## config.mk

```make
export PLATFORM = sky130hd
export DESIGN_NAME = lock_operator
export DESIGN_NICKNAME = d
export VERILOG_FILES = /design/src/rtl/lock_operator.sv
export SDC_FILE = /design/constraint.sdc
export NUM_CORES = 1
export LEC_CHECK = 0
export CORE_MARGIN = 5
export CORE_UTILIZATION = 57
export DETAILED_ROUTE_END_ITERATION = 10
export DONT_BUFFER_PORTS = 1
export PLACE_DENSITY = 0.75
export REMOVE_ABC_BUFFERS = 1
export SLEW_MARGIN = 40
export SYNTH_ARGS = -nofsm -noshare
export SYNTH_HDL_FRONTEND = slang
export SYNTH_SLANG_ARGS = --single-unit
```

## constraint.sdc

```tcl
create_clock -name Clock -period 2.3 [get_ports Clock]
set_clock_uncertainty 0.1 [all_clocks]
set_input_delay 0.345 -clock Clock [delete_from_list [all_inputs] [get_ports Clock]]
set_output_delay 0.345 -clock Clock [all_outputs]
set_load 0.01 [all_outputs]
```

## src/rtl/lock_operator.sv

```systemverilog
// Automatic operator sequencer for the canal lock controller.
// Queues gondola arrival/departure requests and walks the lock through one
// complete passage at a time: equalise, open entry gate, close, raise/lower,
// open exit gate, close. All outputs are registered and decoded from the
// next state, so they line up with the state register every cycle.
module lock_operator #(
    parameter int LOW_TH      = 3,
    parameter int HIGH_TH     = 47,
    parameter int GATE_CYCLES = 8,
    parameter int TIMEOUT     = 4000,
    parameter int TO_W        = 12
) (
    input  logic       Clock,
    input  logic       Reset,
    input  logic       arrive_req,
    input  logic       depart_req,
    input  logic       clear_fault,
    input  logic [5:0] waterLevel,
    input  logic       upperGate,
    input  logic       lowerGate,
    input  logic       occupied,
    output logic       arriving,
    output logic       departing,
    output logic       upperSwitch,
    output logic       lowerSwitch,
    output logic       waterUp,
    output logic       waterDown,
    output logic       busy,
    output logic       done,
    output logic       fault,
    output logic       overflow,
    output logic [7:0] passages,
    output logic [2:0] pend_arr,
    output logic [2:0] pend_dep
);

    typedef enum logic [2:0] {
        S_IDLE      = 3'd0,
        S_SEEK      = 3'd1,
        S_OPEN_IN   = 3'd2,
        S_CLOSE_IN  = 3'd3,
        S_MOVE      = 3'd4,
        S_OPEN_OUT  = 3'd5,
        S_CLOSE_OUT = 3'd6,
        S_FAULT     = 3'd7
    } state_t;

    typedef enum logic {
        DIR_ARR = 1'b0,
        DIR_DEP = 1'b1
    } dir_t;

    localparam int              GC_W      = $clog2(GATE_CYCLES + 1);
    localparam logic [5:0]      LOW_LVL   = 6'(LOW_TH);
    localparam logic [5:0]      HIGH_LVL  = 6'(HIGH_TH);
    localparam logic [GC_W-1:0] GATE_LAST = GC_W'(GATE_CYCLES - 1);
    localparam logic [TO_W-1:0] TO_LIMIT  = TO_W'(TIMEOUT);
    localparam logic [2:0]      PEND_MAX  = 3'd7;

    // State and bookkeeping registers
    state_t          state_q, state_d;
    dir_t            dir_q, dir_d;
    logic [TO_W-1:0] timer_q, timer_d;
    logic [GC_W-1:0] gate_cnt_q, gate_cnt_d;
    logic [2:0]      pend_arr_q, pend_arr_d;
    logic [2:0]      pend_dep_q, pend_dep_d;
    logic [7:0]      passages_q, passages_d;

    // Registered output copies
    logic arriving_q, arriving_d;
    logic departing_q, departing_d;
    logic upper_sw_q, upper_sw_d;
    logic lower_sw_q, lower_sw_d;
    logic water_up_q, water_up_d;
    logic water_dn_q, water_dn_d;
    logic busy_q, busy_d;
    logic done_q, done_d;
    logic fault_q, fault_d;
    logic overflow_q, overflow_d;

    // Internal strobes
    logic grant_arr_s, grant_dep_s, pass_done_s;
    logic ovf_arr_s, ovf_dep_s;
    logic entry_fb_s, exit_fb_s;
    logic level_in_ok_s, level_out_ok_s;
    logic active_s;

    // Entry gate is the lower one when rising, the upper one when descending
    always_comb begin
        if (dir_q == DIR_ARR) begin
            entry_fb_s     = lowerGate;
            exit_fb_s      = upperGate;
            level_in_ok_s  = (waterLevel <= LOW_LVL);
            level_out_ok_s = (waterLevel >= HIGH_LVL);
        end else begin
            entry_fb_s     = upperGate;
            exit_fb_s      = lowerGate;
            level_in_ok_s  = (waterLevel >= HIGH_LVL);
            level_out_ok_s = (waterLevel <= LOW_LVL);
        end
    end

    // Passage sequencing, gate counting and watchdog override
    always_comb begin
        state_d     = state_q;
        dir_d       = dir_q;
        gate_cnt_d  = gate_cnt_q;
        grant_arr_s = 1'b0;
        grant_dep_s = 1'b0;
        pass_done_s = 1'b0;
        active_s    = (state_q != S_IDLE) && (state_q != S_FAULT);
        case (state_q)
            S_IDLE: begin
                if ((pend_arr_q != 3'd0) &&
                    ((pend_dep_q == 3'd0) || (dir_q == DIR_DEP))) begin
                    dir_d       = DIR_ARR;
                    grant_arr_s = 1'b1;
                    state_d     = S_SEEK;
                end else if (pend_dep_q != 3'd0) begin
                    dir_d       = DIR_DEP;
                    grant_dep_s = 1'b1;
                    state_d     = S_SEEK;
                end else begin
                    state_d = S_IDLE;
                end
            end
            S_SEEK: begin
                if (level_in_ok_s) begin
                    state_d = S_OPEN_IN;
                end else begin
                    state_d = S_SEEK;
                end
            end
            S_OPEN_IN: begin
                if (entry_fb_s) begin
                    if (gate_cnt_q == GATE_LAST) begin
                        state_d = S_CLOSE_IN;
                    end else begin
                        gate_cnt_d = gate_cnt_q + GC_W'(1);
                    end
                end else begin
                    gate_cnt_d = gate_cnt_q;
                end
            end
            S_CLOSE_IN: begin
                if (!entry_fb_s && occupied) begin
                    state_d = S_MOVE;
                end else begin
                    state_d = S_CLOSE_IN;
                end
            end
            S_MOVE: begin
                if (level_out_ok_s) begin
                    state_d = S_OPEN_OUT;
                end else begin
                    state_d = S_MOVE;
                end
            end
            S_OPEN_OUT: begin
                if (exit_fb_s) begin
                    if (gate_cnt_q == GATE_LAST) begin
                        state_d = S_CLOSE_OUT;
                    end else begin
                        gate_cnt_d = gate_cnt_q + GC_W'(1);
                    end
                end else begin
                    gate_cnt_d = gate_cnt_q;
                end
            end
            S_CLOSE_OUT: begin
                if (!exit_fb_s && !occupied) begin
                    state_d     = S_IDLE;
                    pass_done_s = 1'b1;
                end else begin
                    state_d = S_CLOSE_OUT;
                end
            end
            S_FAULT: begin
                if (clear_fault) begin
                    state_d = S_IDLE;
                end else begin
                    state_d = S_FAULT;
                end
            end
            default: begin
                state_d = S_IDLE;
            end
        endcase
        // A stuck passage is abandoned; a completion on the same edge does not count
        if (active_s && (timer_q == TO_LIMIT)) begin
            state_d     = S_FAULT;
            pass_done_s = 1'b0;
        end else begin
            pass_done_s = pass_done_s;
        end
        if (state_d != state_q) begin
            gate_cnt_d = {GC_W{1'b0}};
        end else begin
            gate_cnt_d = gate_cnt_d;
        end
    end

    // Watchdog timer restarts on every state change and idles outside a passage
    always_comb begin
        if (state_d != state_q) begin
            timer_d = {TO_W{1'b0}};
        end else if (active_s) begin
            timer_d = timer_q + TO_W'(1);
        end else begin
            timer_d = {TO_W{1'b0}};
        end
    end

    // Request queues: saturate at 7, simultaneous request and grant cancel out
    always_comb begin
        ovf_arr_s = 1'b0;
        ovf_dep_s = 1'b0;
        if (arrive_req && grant_arr_s) begin
            pend_arr_d = pend_arr_q;
        end else if (arrive_req) begin
            if (pend_arr_q == PEND_MAX) begin
                pend_arr_d = pend_arr_q;
                ovf_arr_s  = 1'b1;
            end else begin
                pend_arr_d = pend_arr_q + 3'd1;
            end
        end else if (grant_arr_s) begin
            pend_arr_d = pend_arr_q - 3'd1;
        end else begin
            pend_arr_d = pend_arr_q;
        end
        if (depart_req && grant_dep_s) begin
            pend_dep_d = pend_dep_q;
        end else if (depart_req) begin
            if (pend_dep_q == PEND_MAX) begin
                pend_dep_d = pend_dep_q;
                ovf_dep_s  = 1'b1;
            end else begin
                pend_dep_d = pend_dep_q + 3'd1;
            end
        end else if (grant_dep_s) begin
            pend_dep_d = pend_dep_q - 3'd1;
        end else begin
            pend_dep_d = pend_dep_q;
        end
        if (pass_done_s) begin
            passages_d = passages_q + 8'd1;
        end else begin
            passages_d = passages_q;
        end
    end

    // Moore output decode from the upcoming state and direction
    always_comb begin
        arriving_d  = 1'b0;
        departing_d = 1'b0;
        upper_sw_d  = 1'b0;
        lower_sw_d  = 1'b0;
        water_up_d  = 1'b0;
        water_dn_d  = 1'b0;
        case (state_d)
            S_SEEK, S_CLOSE_IN: begin
                arriving_d  = (dir_d == DIR_ARR);
                departing_d = (dir_d == DIR_DEP);
            end
            S_OPEN_IN: begin
                arriving_d  = (dir_d == DIR_ARR);
                departing_d = (dir_d == DIR_DEP);
                lower_sw_d  = (dir_d == DIR_ARR);
                upper_sw_d  = (dir_d == DIR_DEP);
            end
            S_MOVE: begin
                water_up_d = (dir_d == DIR_ARR);
                water_dn_d = (dir_d == DIR_DEP);
            end
            S_OPEN_OUT: begin
                upper_sw_d = (dir_d == DIR_ARR);
                lower_sw_d = (dir_d == DIR_DEP);
            end
            default: begin
                arriving_d = 1'b0;
            end
        endcase
        busy_d     = (state_d != S_IDLE) && (state_d != S_FAULT);
        fault_d    = (state_d == S_FAULT);
        done_d     = pass_done_s;
        overflow_d = ovf_arr_s | ovf_dep_s;
    end

    // State, counters and registered outputs
    always_ff @(posedge Clock or negedge Reset) begin
        if (!Reset) begin
            state_q     <= S_IDLE;
            dir_q       <= DIR_DEP;
            timer_q     <= {TO_W{1'b0}};
            gate_cnt_q  <= {GC_W{1'b0}};
            pend_arr_q  <= 3'd0;
            pend_dep_q  <= 3'd0;
            passages_q  <= 8'd0;
            arriving_q  <= 1'b0;
            departing_q <= 1'b0;
            upper_sw_q  <= 1'b0;
            lower_sw_q  <= 1'b0;
            water_up_q  <= 1'b0;
            water_dn_q  <= 1'b0;
            busy_q      <= 1'b0;
            done_q      <= 1'b0;
            fault_q     <= 1'b0;
            overflow_q  <= 1'b0;
        end else begin
            state_q     <= state_d;
            dir_q       <= dir_d;
            timer_q     <= timer_d;
            gate_cnt_q  <= gate_cnt_d;
            pend_arr_q  <= pend_arr_d;
            pend_dep_q  <= pend_dep_d;
            passages_q  <= passages_d;
            arriving_q  <= arriving_d;
            departing_q <= departing_d;
            upper_sw_q  <= upper_sw_d;
            lower_sw_q  <= lower_sw_d;
            water_up_q  <= water_up_d;
            water_dn_q  <= water_dn_d;
            busy_q      <= busy_d;
            done_q      <= done_d;
            fault_q     <= fault_d;
            overflow_q  <= overflow_d;
        end
    end

    assign arriving    = arriving_q;
    assign departing   = departing_q;
    assign upperSwitch = upper_sw_q;
    assign lowerSwitch = lower_sw_q;
    assign waterUp     = water_up_q;
    assign waterDown   = water_dn_q;
    assign busy        = busy_q;
    assign done        = done_q;
    assign fault       = fault_q;
    assign overflow    = overflow_q;
    assign passages    = passages_q;
    assign pend_arr    = pend_arr_q;
    assign pend_dep    = pend_dep_q;

endmodule

```

==> flow_summary_export.csv <==
group,metric,value,unit
drt,top_layer,"met4",
sta,max_freq,418,MHz
min_path,min_path_type,"input port to flip-flop",
clock_network,clock_sinks,44,
sta,tns,-919,ps
sta,min_period_over_period,104,%
power_and_ir_drop,power.density,1400,nW/um^2
power_and_ir_drop,ir_drop,1.09,mV
cells_and_area,nFillCells,276,
status,status,"finished with violations",
sta,relSlewSlack,65.6,%
power_and_ir_drop,power,4.58,mW
synth,ys_seq_elements,44,
min_path,hold_start,"arrive_req",
drt,route.met3.wl,339,um
cells_and_area,n_antenna_cell,0,
cells_and_area,layout_common_cells,"dfrtp_1, buf_4, nand2_1, nand3_1, xnor2_1",
setup_path,end_kind,"flip-flop",
min_path,holdPathStages,2,
clock_network,cts-htree-levels,2,
drt,wl_per_cell,17.2,um
status,failed_checks,"negative setup slack",
setup_path,critPathMaxStageDelay,560,ps
setup_path,cpMaxStageDelayCell,"dfstp_2",
sta,fin_ws,-90.3,ps
setup_path,crit_required,2390,ps
clock_network,cts_buffers,5,
drt,antenna_left,0,
placed_design,dp.cells,328,
drt,remaining_drc_errors,0,
cells_and_area,syn_to_final_growth,30.3,%
clock_network,insertion_delay,300,ps
cells_and_area,final_nets,314,
placed_design,portBuffers,0,
placed_design,place_ws,-106,ps
cells_and_area,fin_area,3260,sq um
cells_and_area,drive_above_1_share,34.7,%
setup_path,regToRegSetupSlack,-90,ps
floorplanning,rows,24,
grt,antenna_found_initial,0,
floorplanning,dieArea,5820,sq um
grt,grt_pass1_wl,9.58,mm
setup_path,crit_chain,"mux2_4 > o311a_1 > or2_4 > o21ai_4 > nand3_4 > buf_12 > nor4_2",
synth,netlist_area,2500,sq um
drt,vias,2095,
job,drv_cap,0,
floorplanning,core,4290,sq um
power_and_ir_drop,p_leak,1.36,nW
drt,routed_wl,5.94,mm
clock_network,clkTransAtPathRegs,80,ps
min_path,min_to,"overflow$_DFF_PN0_",
floorplanning,ios,38,
sta,setup_viol_count_final,23,
clock_network,cts.path.max_buffers,2,
setup_path,rr_worst_depth,7,
grt,grtUsageTotal,20.0,%
grt,grt_overflow,0,
synth,netlist_instances,252,
grt,grt_max_degree,45,
sta,maxSlewViolCount,0,
setup_path,r2r-end,"timer_q[3]$_DFF_PN0_",
setup_path,arrival,2480,ps
clock_network,cts_tree,"done",
floorplanning,dieHeight,76.3,um
floorplanning,start_util,58.3,%
drt,m1WireLength,2.43,mm
floorplanning,die_x,76.3,um
drt,wl_met2,3.09,mm
sta,min_period,2390,ps
setup_path,crit_fanout,8,
synth,ys_seq_area_share,44.1,%
sta,rsz0062_at_grt,"true",
placed_design,gp_congestion,0.912,
setup_path,cp-start-kind,"flip-flop",
placed_design,dp_hpwl,3.79,mm
synth,ys_warn_count,0,
grt,grt_pass1_vias,2064,
sta,hold_violations,0,
synth,ys_async_sr_fraction,100,%
synth,avgSynthCellArea,9.93,sq um
drt,drtIter0Drc,102,
drt,drtPass1Iterations,4,
synth,synth_edf_count,0,
placed_design,place_area,2790,sq um
cells_and_area,finalNonFillerCells,346,
setup_path,r2r-start,"dir_q$_DFF_PN1_",
cells_and_area,final_common_cell,"dfrtp_1",
synth,ys_types,54,
sta,worst_pin_slew,511,ps
clock_network,cts_root_buf,"clkbuf_8",
synth,synth-main-ff-cell,"dfrtp_1",
drt,drt-vias-per-instance,6.05,
setup_path,critPathKind,"flip-flop to flip-flop",
## power by group
part | internal [mW] | switching [mW]
Clock | 0.207 | 0.248
Combinational | 1.32 | 1.68
Sequential | 0.974 | 0.151
## worst max-delay path by stage
stage,slack (ps),from,end,cells after the start
after global placement,-90,timer_q[4]$_DFF_PN0_,lowerSwitch$_DFF_PN0_,7
final,-90,dir_q$_DFF_PN1_,timer_q[3]$_DFF_PN0_,7
after floorplan,-370,dir_q$_DFF_PN1_,timer_q[11]$_DFF_PN0_,6
after detailed placement,-110,dir_q$_DFF_PN1_,timer_q[5]$_DFF_PN0_,7
after CTS,-50,dir_q$_DFF_PN1_,timer_q[2]$_DFF_PN0_,7
after global routing,-210,dir_q$_DFF_PN1_,timer_q[3]$_DFF_PN0_,8
## synth_stat cells (4+ instances only)
| cell | instances | area share [%] |
|---|---|---|
| inv_1 | 12 | 1.8 |
| dfrtp_1 | 43 | 43 |
| nor2_1 | 7 | 1.1 |
| nand4_1 | 7 | 1.7 |
| clkbuf_1 | 6 | 0.90 |
| nand2_1 | 24 | 3.6 |
| xnor2_1 | 13 | 4.6 |
| o21ai_0 | 6 | 1.2 |
| nor3_1 | 13 | 2.6 |
| nor4_1 | 7 | 1.7 |
| or3_1 | 6 | 1.5 |
| nand3_1 | 17 | 3.4 |
| xor2_1 | 8 | 2.8 |
| ha_1 | 4 | 2.0 |
| nor4_2 | 5 | 2.5 |
| a21oi_1 | 13 | 2.6 |
## layer usage
layer | global-route usage, % | up-vias
met5 | 0 | -
met4 | 7.52 | 0
met3 | 4.96 | 11
met2 | 33.0 | 56
met1 | 25.2 | 1029
li1 | - | 999
## worst max-delay path, delay by kind of cell (launching register included)
kind                   cells  cell delay, ps
flip-flops                 1             560
AND/OR/NAND/NOR            3             660
multiplexers               1             320
buffers and inverters      1             180
AO/OA/AOI/OAI              2             460
## logic make-up after synthesis
logic type | synth area share, %
mux | 2.15
simple gates | 27.1
fa+ha+maj | 3.60
xor+xnor | 8.00
buf+inv | 3.75
flops | 44.1
compound gates | 11.3
## area by class of cell
cell class	count	area, sq um	share of cell area, %
multi-input combinational	187	1570	48.0
sequential	44	1100	33.8
timing repair buffer	44	405	12.4
clock buffer	6	72.6	2.23
tap	52	65.1	2.00
inverter	12	45.0	1.38
clock inverter	1	5.00	0.153
## stage by stage
step	hold WS [ps]	utilization, %
global route	102	75.9
global placement	-49.6	65.0
floorplan	-50.6	-
CTS	93.5	71.0
finish	101	75.9
detailed placement	-49.8	65.0
## what timing repair did
item / CTS / global route
setup buffers: 4 / 4
endpoints found under the hold margin: 44 / 0
gates resized for setup: 20 / 37
pin swaps: 7 / 17
gates cloned: 1 / 0
hold buffers: 2 / 0
setup endpoints to repair: 27 / 29
## registers in the layout (all words and copies together) (netlist names)
signal / cells
arriving: 1
busy: 1
departing: 1
dir_q: 1
done: 1
fault: 1
gate_cnt_q: 4
lowerSwitch: 1
overflow: 1
passages: 8
pend_arr: 3
pend_dep: 3
state_q: 3
timer_q: 12
upperSwitch: 1
waterDown: 1
waterUp: 1
Note: power is estimated with default switching activity, not from simulation.
